==> config.mk <==
export PLATFORM = sky130hd
export DESIGN_NAME = fp_wb_ieee_pack
export DESIGN_NICKNAME = d
export VERILOG_FILES = /design/src/rtl/fp_wb_ieee_pack.sv
export SDC_FILE = /design/constraint.sdc
export NUM_CORES = 1
export LEC_CHECK = 0
export CORE_MARGIN = 2
export CORE_UTILIZATION = 35
export DETAILED_ROUTE_END_ITERATION = 16
export SLEW_MARGIN = 20
export SYNTH_ARGS = -nofsm -noshare
export SYNTH_HDL_FRONTEND = slang
export SYNTH_SLANG_ARGS = --single-unit
==> constraint.sdc <==
create_clock -name clk -period 3 [get_ports clk]
set_input_delay 0.9 -clock clk [delete_from_list [all_inputs] [get_ports clk]]
set_output_delay 0.9 -clock clk [all_outputs]
set_load 0.02 [all_outputs]
==> src/rtl/fp_wb_ieee_pack.sv <==
// fp_wb_ieee_pack: converts flopoco single-precision MAC results to IEEE-754
// and buffers them in a DEPTH-entry FIFO toward the writeback network.
// Optional feature macro: FP_WB_CANON_NAN_EN (canonical NaN output when defined).
module fp_wb_ieee_pack #(
  parameter int unsigned DEPTH = 2,
  parameter int unsigned ID_W  = 8
) (
  input  logic            clk,
  input  logic            rst,
  input  logic            in_done,
  input  logic [33:0]     in_rd,
  input  logic [ID_W-1:0] in_id,
  output logic            in_ack,
  output logic            wb_done,
  output logic [31:0]     wb_rd,
  output logic [ID_W-1:0] wb_id,
  input  logic            wb_ack
);

  localparam int unsigned PW = (DEPTH > 1) ? $clog2(DEPTH) : 1;
  localparam int unsigned CW = PW + 1;
  localparam logic [CW-1:0] FULL = CW'(DEPTH);

  logic [31:0]     data_mem [DEPTH];
  logic [ID_W-1:0] id_mem   [DEPTH];
  logic [PW-1:0]   wr_ptr;
  logic [PW-1:0]   rd_ptr;
  logic [CW-1:0]   count;
  logic [31:0]     conv_rd;
  logic            push;
  logic            pop;

  // flopoco -> IEEE-754 conversion, done before storage so entries are 32 bits
  always_comb begin
    conv_rd = '0;
    unique case (in_rd[33:32])
      2'b00: conv_rd = {in_rd[31], 31'h0};
      2'b01: conv_rd = in_rd[31:0];
      2'b10: conv_rd = {in_rd[31], 8'hFF, 23'h0};
      default: begin
`ifdef FP_WB_CANON_NAN_EN
        conv_rd = 32'h7FC00000;
`else
        conv_rd = {in_rd[31], 8'hFF, 1'b1, in_rd[21:0]};
`endif
      end
    endcase
  end

  // Handshake terms; in_ack depends on registered count only
  always_comb begin
    in_ack  = (count != FULL);
    wb_done = (count != '0);
    push    = in_done & in_ack;
    pop     = wb_done & wb_ack;
    wb_rd   = data_mem[rd_ptr];
    wb_id   = id_mem[rd_ptr];
  end

  // FIFO pointers, occupancy and storage; reset clears every entry at once
  always_ff @(posedge clk or posedge rst) begin
    if (rst) begin
      wr_ptr <= '0;
      rd_ptr <= '0;
      count  <= '0;
      for (int unsigned i = 0; i < DEPTH; i++) begin
        data_mem[i] <= '0;
        id_mem[i]   <= '0;
      end
    end else begin
      if (push) begin
        data_mem[wr_ptr] <= conv_rd;
        id_mem[wr_ptr]   <= in_id;
        wr_ptr           <= wr_ptr + 1'b1;
      end
      if (pop) begin
        rd_ptr <= rd_ptr + 1'b1;
      end
      if (push && !pop) begin
        count <= count + 1'b1;
      end else if (pop && !push) begin
        count <= count - 1'b1;
      end
    end
  end

endmodule

==> run metrics, run 1 <==
max incr delay on CP=approximately 0.54 ns; area delta synth->final=29.4%; clock transition time at the flip-flop clock pins of the worst setup and hold paths=approximately 0.060 ns; status=finished clean; skew final=~0.0039 ns; total design power=6550 µW; y dimension of the die=around 110 µm; total power per unit cell area=1180 nW/µm²; sequential-to-total area share from yosys stat=approximately 49%; LEAKAGE=0.00249 µW; worst slew slack as a fraction of its limit=between 60 and 70%; Starting DRT DRC Count=53; shortest clock period the worst path allows after layout=about 2.8 ns; WP data required=between 2 and 2.5 ns; count of cell types in the netlist=22; cell types with the highest counts after synthesis=sky130_fd_sc_hd__dfrtp_1 (84), sky130_fd_sc_hd__mux2_4 (80), sky130_fd_sc_hd__mux2_2 (40), sky130_fd_sc_hd__and2_1 (22); total buffers and inverters traversed by the critical path=2; Cell Rows=40; Final Slew Violations=0; Switching Share=roughly a third; worst reg-to-reg setup slack=about 1.4 ns; final net count=roughly 400; GRT Resource Usage Total=14.1%; per-cell via count in the routed design=4.64; RSZ-0062 raised after global routing=no; wire length per cell after detailed routing=approximately 17 µm; H-tree Lvls=3; Cell Chain, Critical Path=buf_4, mux2_2, clkdlybuf4s50_1; post-synthesis sequential element count=84; Yosys top cell area share=between 40% and 50%; number of failing setup endpoints in the final timing report=0; sinks on the clock net=84; total clock buffers created by CTS=9; Synth area leader=sky130_fd_sc_hd__dfrtp_1; Die Width=around 110 µm; HPWL after DPL=approximately 5500 µm; cell count after synthesis=approximately 270; first drt pass iteration count=4; count of nets left with antenna violations after detail routing=0; CTS Hold Bufs=0; synthesized net count=~320; cell types occupying the most area after synthesis=sky130_fd_sc_hd__dfrtp_1 (49%), sky130_fd_sc_hd__mux2_4 (28%), sky130_fd_sc_hd__mux2_2 (10%), sky130_fd_sc_hd__buf_12 (3.7%), sky130_fd_sc_hd__and2_1 (3.2%); switching pwr=between 2000 and 2500 µW; TritonCTS clock tree=yes; maximum clock insertion buffer count=2; count leader, synth=sky130_fd_sc_hd__dfrtp_1; Clk network pwr share=a little under a fifth; number of enable flip-flop cells after synthesis=0; critical setup path kind=reg2out; post-CTS setup repair buffer count=0; ratio of cells with drive above 1 in the final layout=41.6%; cell at the root of the clock tree=sky130_fd_sc_hd__clkbuf_16; reg2reg end=data_mem[39]$_DFFE_PP0P_; gp weighted congestion=roughly 0.7; Worst Hold Launch=wr_ptr$_DFFE_PP0P_; cell family with most CP delay=buffers and inverters; synthesized cell area=around 4300 µm²; top achievable clock speed=~360 MHz; synth warn=0; part of the total power dissipated in sequential elements=30.3%; fin crit share=a little over 90%; most frequently used flop master after synthesis=sky130_fd_sc_hd__dfrtp_1; number of global-route vias before repair=2669; Crit Path Max Fanout=17; worst reg2reg path startpoint=count[0]$_DFFE_PP0P_; number of DRC violations after detailed routing=0; internal cell power=about 4500 µW; Combinational Power Share=about half; residual overflow from global routing=0; arrival time of the worst setup path=roughly 1.9 ns; master of the slowest instance on the critical path=sky130_fd_sc_hd__clkdlybuf4s50_1; capture endpoint of the worst hold path=wr_ptr$_DFFE_PP0P_; worst slack on hold paths=0.486 ns; input/output buffers=just under 90; total die area=roughly 13000 µm²; R2R depth=4; hold depth=1; wire length of the first global-routing pass=around 14000 µm; count of max-cap constraint violations=0; worst min-delay path class=reg2reg; Setup crit end kind=output port; Core Footprint=approximately 12000 µm²; maximum number of pins on one net before global-route repair=85; clock latency on the worst-skew pair=0.33 ns; sum of negative setup slack=0 ns; Hold Vio Cnt, Final=0; I/O pin cnt=88; post-cts repair resize count=0; post-detailed-routing wire length=about 8600 µm; average cell area after synthesis=16.0 µm²; kind of start point of the critical path=flip-flop; transition at the pin with the smallest max-transition slack=about 0.46 ns; vias after detailed routing=between 2000 and 2500; ys async rst share=100%; Max VDD drop=just under 0.6 mV; Starting Density=35.8%; number of antenna violations at the first check in global routing=0; number of antenna cells inserted=0
-- state kept, by name, summed over array words and instances, names as in the netlist --
signal	count
id_mem	16
data_mem	64
rd_ptr	1
wr_ptr	1
count	2
-- through the flow --
step                      util (%)  instance area [µm²]  setup WS [ns]  std cells
after floorplan                  -                 4300           1.02        268
after global placement        43.6                 5240          0.545        492
after detailed placement      43.6                 5240          0.539        492
after CTS                     46.3                 5560          0.178        508
after global routing          46.3                 5560          0.122        508
final                         46.3                 5560          0.216        508
-- power groups by stage --
| stage | Sequential (µW) | Clock, µW | Combinational, µW |
|---|---|---|---|
| floorplan | 1890 | 0 | 2480 |
| global placement | 1970 | 0 | 3390 |
| detailed placement | 1990 | 0 | 3420 |
| CTS | 1990 | 1220 | 3440 |
| global route | 2060 | 1270 | 3590 |
| finish | 1980 | 1180 | 3390 |
-- cell families after synthesis --
kind of cell	Yosys count	share of synthesized area, %
muxes	120	38.5
DFF	84	48.9
xor gates and xnor gates	5	1.02
adders and majority gates	1	0.291
and+or+nand+nor	29	4.49
buffers and inverters	20	5.24
AOI/OAI and AO/OA	9	1.57
-- worst register-to-register path: cells and delay by family, from the launching register on --
family,cells,cell delay [ns]
flops,1,0.41
simple gates,2,0.38
buf+inv,1,0.35
mux,1,0.35
-- layout make-up --
cell class / count / area (µm²)
clock buffer: 12 / 246
inverter: 1 / 7.51
fill: 1119 / 6450
multi-input combinational: 164 / 1970
clock inverter: 4 / 72.6
sequential: 84 / 2100
timing repair buffer: 96 / 976
tap: 147 / 184
-- worst max path at each step --
| stage | cells after the start | end | from | slack, ns |
|---|---|---|---|---|
| detailed placement | 3 | wb_rd[19] | rd_ptr$_DFFE_PP0P_ | 0.54 |
| finish | 3 | wb_rd[12] | rd_ptr$_DFFE_PP0P_ | 0.22 |
| CTS | 3 | wb_rd[12] | rd_ptr$_DFFE_PP0P_ | 0.18 |
| global route | 3 | wb_rd[23] | rd_ptr$_DFFE_PP0P_ | 0.12 |
| global placement | 3 | wb_rd[19] | rd_ptr$_DFFE_PP0P_ | 0.55 |
| floorplan | 3 | wb_id[0] | rd_ptr$_DFFE_PP0P_ | 1.02 |
-- layout by cell type (no fill, tap or decap) --
cell type,instances
sky130_fd_sc_hd__clkinv_2,1
sky130_fd_sc_hd__o21a_1,1
sky130_fd_sc_hd__and3_4,1
sky130_fd_sc_hd__clkbuf_16,9
sky130_fd_sc_hd__nor2_1,1
sky130_fd_sc_hd__clkdlybuf4s50_1,87
sky130_fd_sc_hd__bufinv_16,2
sky130_fd_sc_hd__and3b_2,1
sky130_fd_sc_hd__ha_1,1
sky130_fd_sc_hd__nand2_1,1
sky130_fd_sc_hd__xor2_1,3
sky130_fd_sc_hd__dfrtp_2,1
sky130_fd_sc_hd__clkbuf_1,2
sky130_fd_sc_hd__clkinvlp_4,2
sky130_fd_sc_hd__buf_12,3
sky130_fd_sc_hd__buf_4,6
sky130_fd_sc_hd__or2_2,1
sky130_fd_sc_hd__and2_1,22
sky130_fd_sc_hd__mux2_2,40
sky130_fd_sc_hd__clkbuf_8,1
sky130_fd_sc_hd__xnor2_1,2
sky130_fd_sc_hd__dfrtp_1,83
sky130_fd_sc_hd__and2_2,1
sky130_fd_sc_hd__nand2b_4,1
sky130_fd_sc_hd__mux2_4,80
sky130_fd_sc_hd__a21o_1,8
-- metal layers --
layer / routed length (µm) / track usage, % / up-vias
met2: 3720 / 20.8 / 61
met3: 364 / 3.32 / 7
met4: 98 / 4.58 / 0
met5: 0 / 0 / -
met1: 4400 / 20.4 / 1187
li1: - / - / 1104
(Power assumes the default switching activity.)
==> run 2: changes to the inputs <==
Settings changed: CAP_MARGIN set to 25.
==> results of run 2 <==
No change in the layout: final DEF, timing and power equal those of run 1.
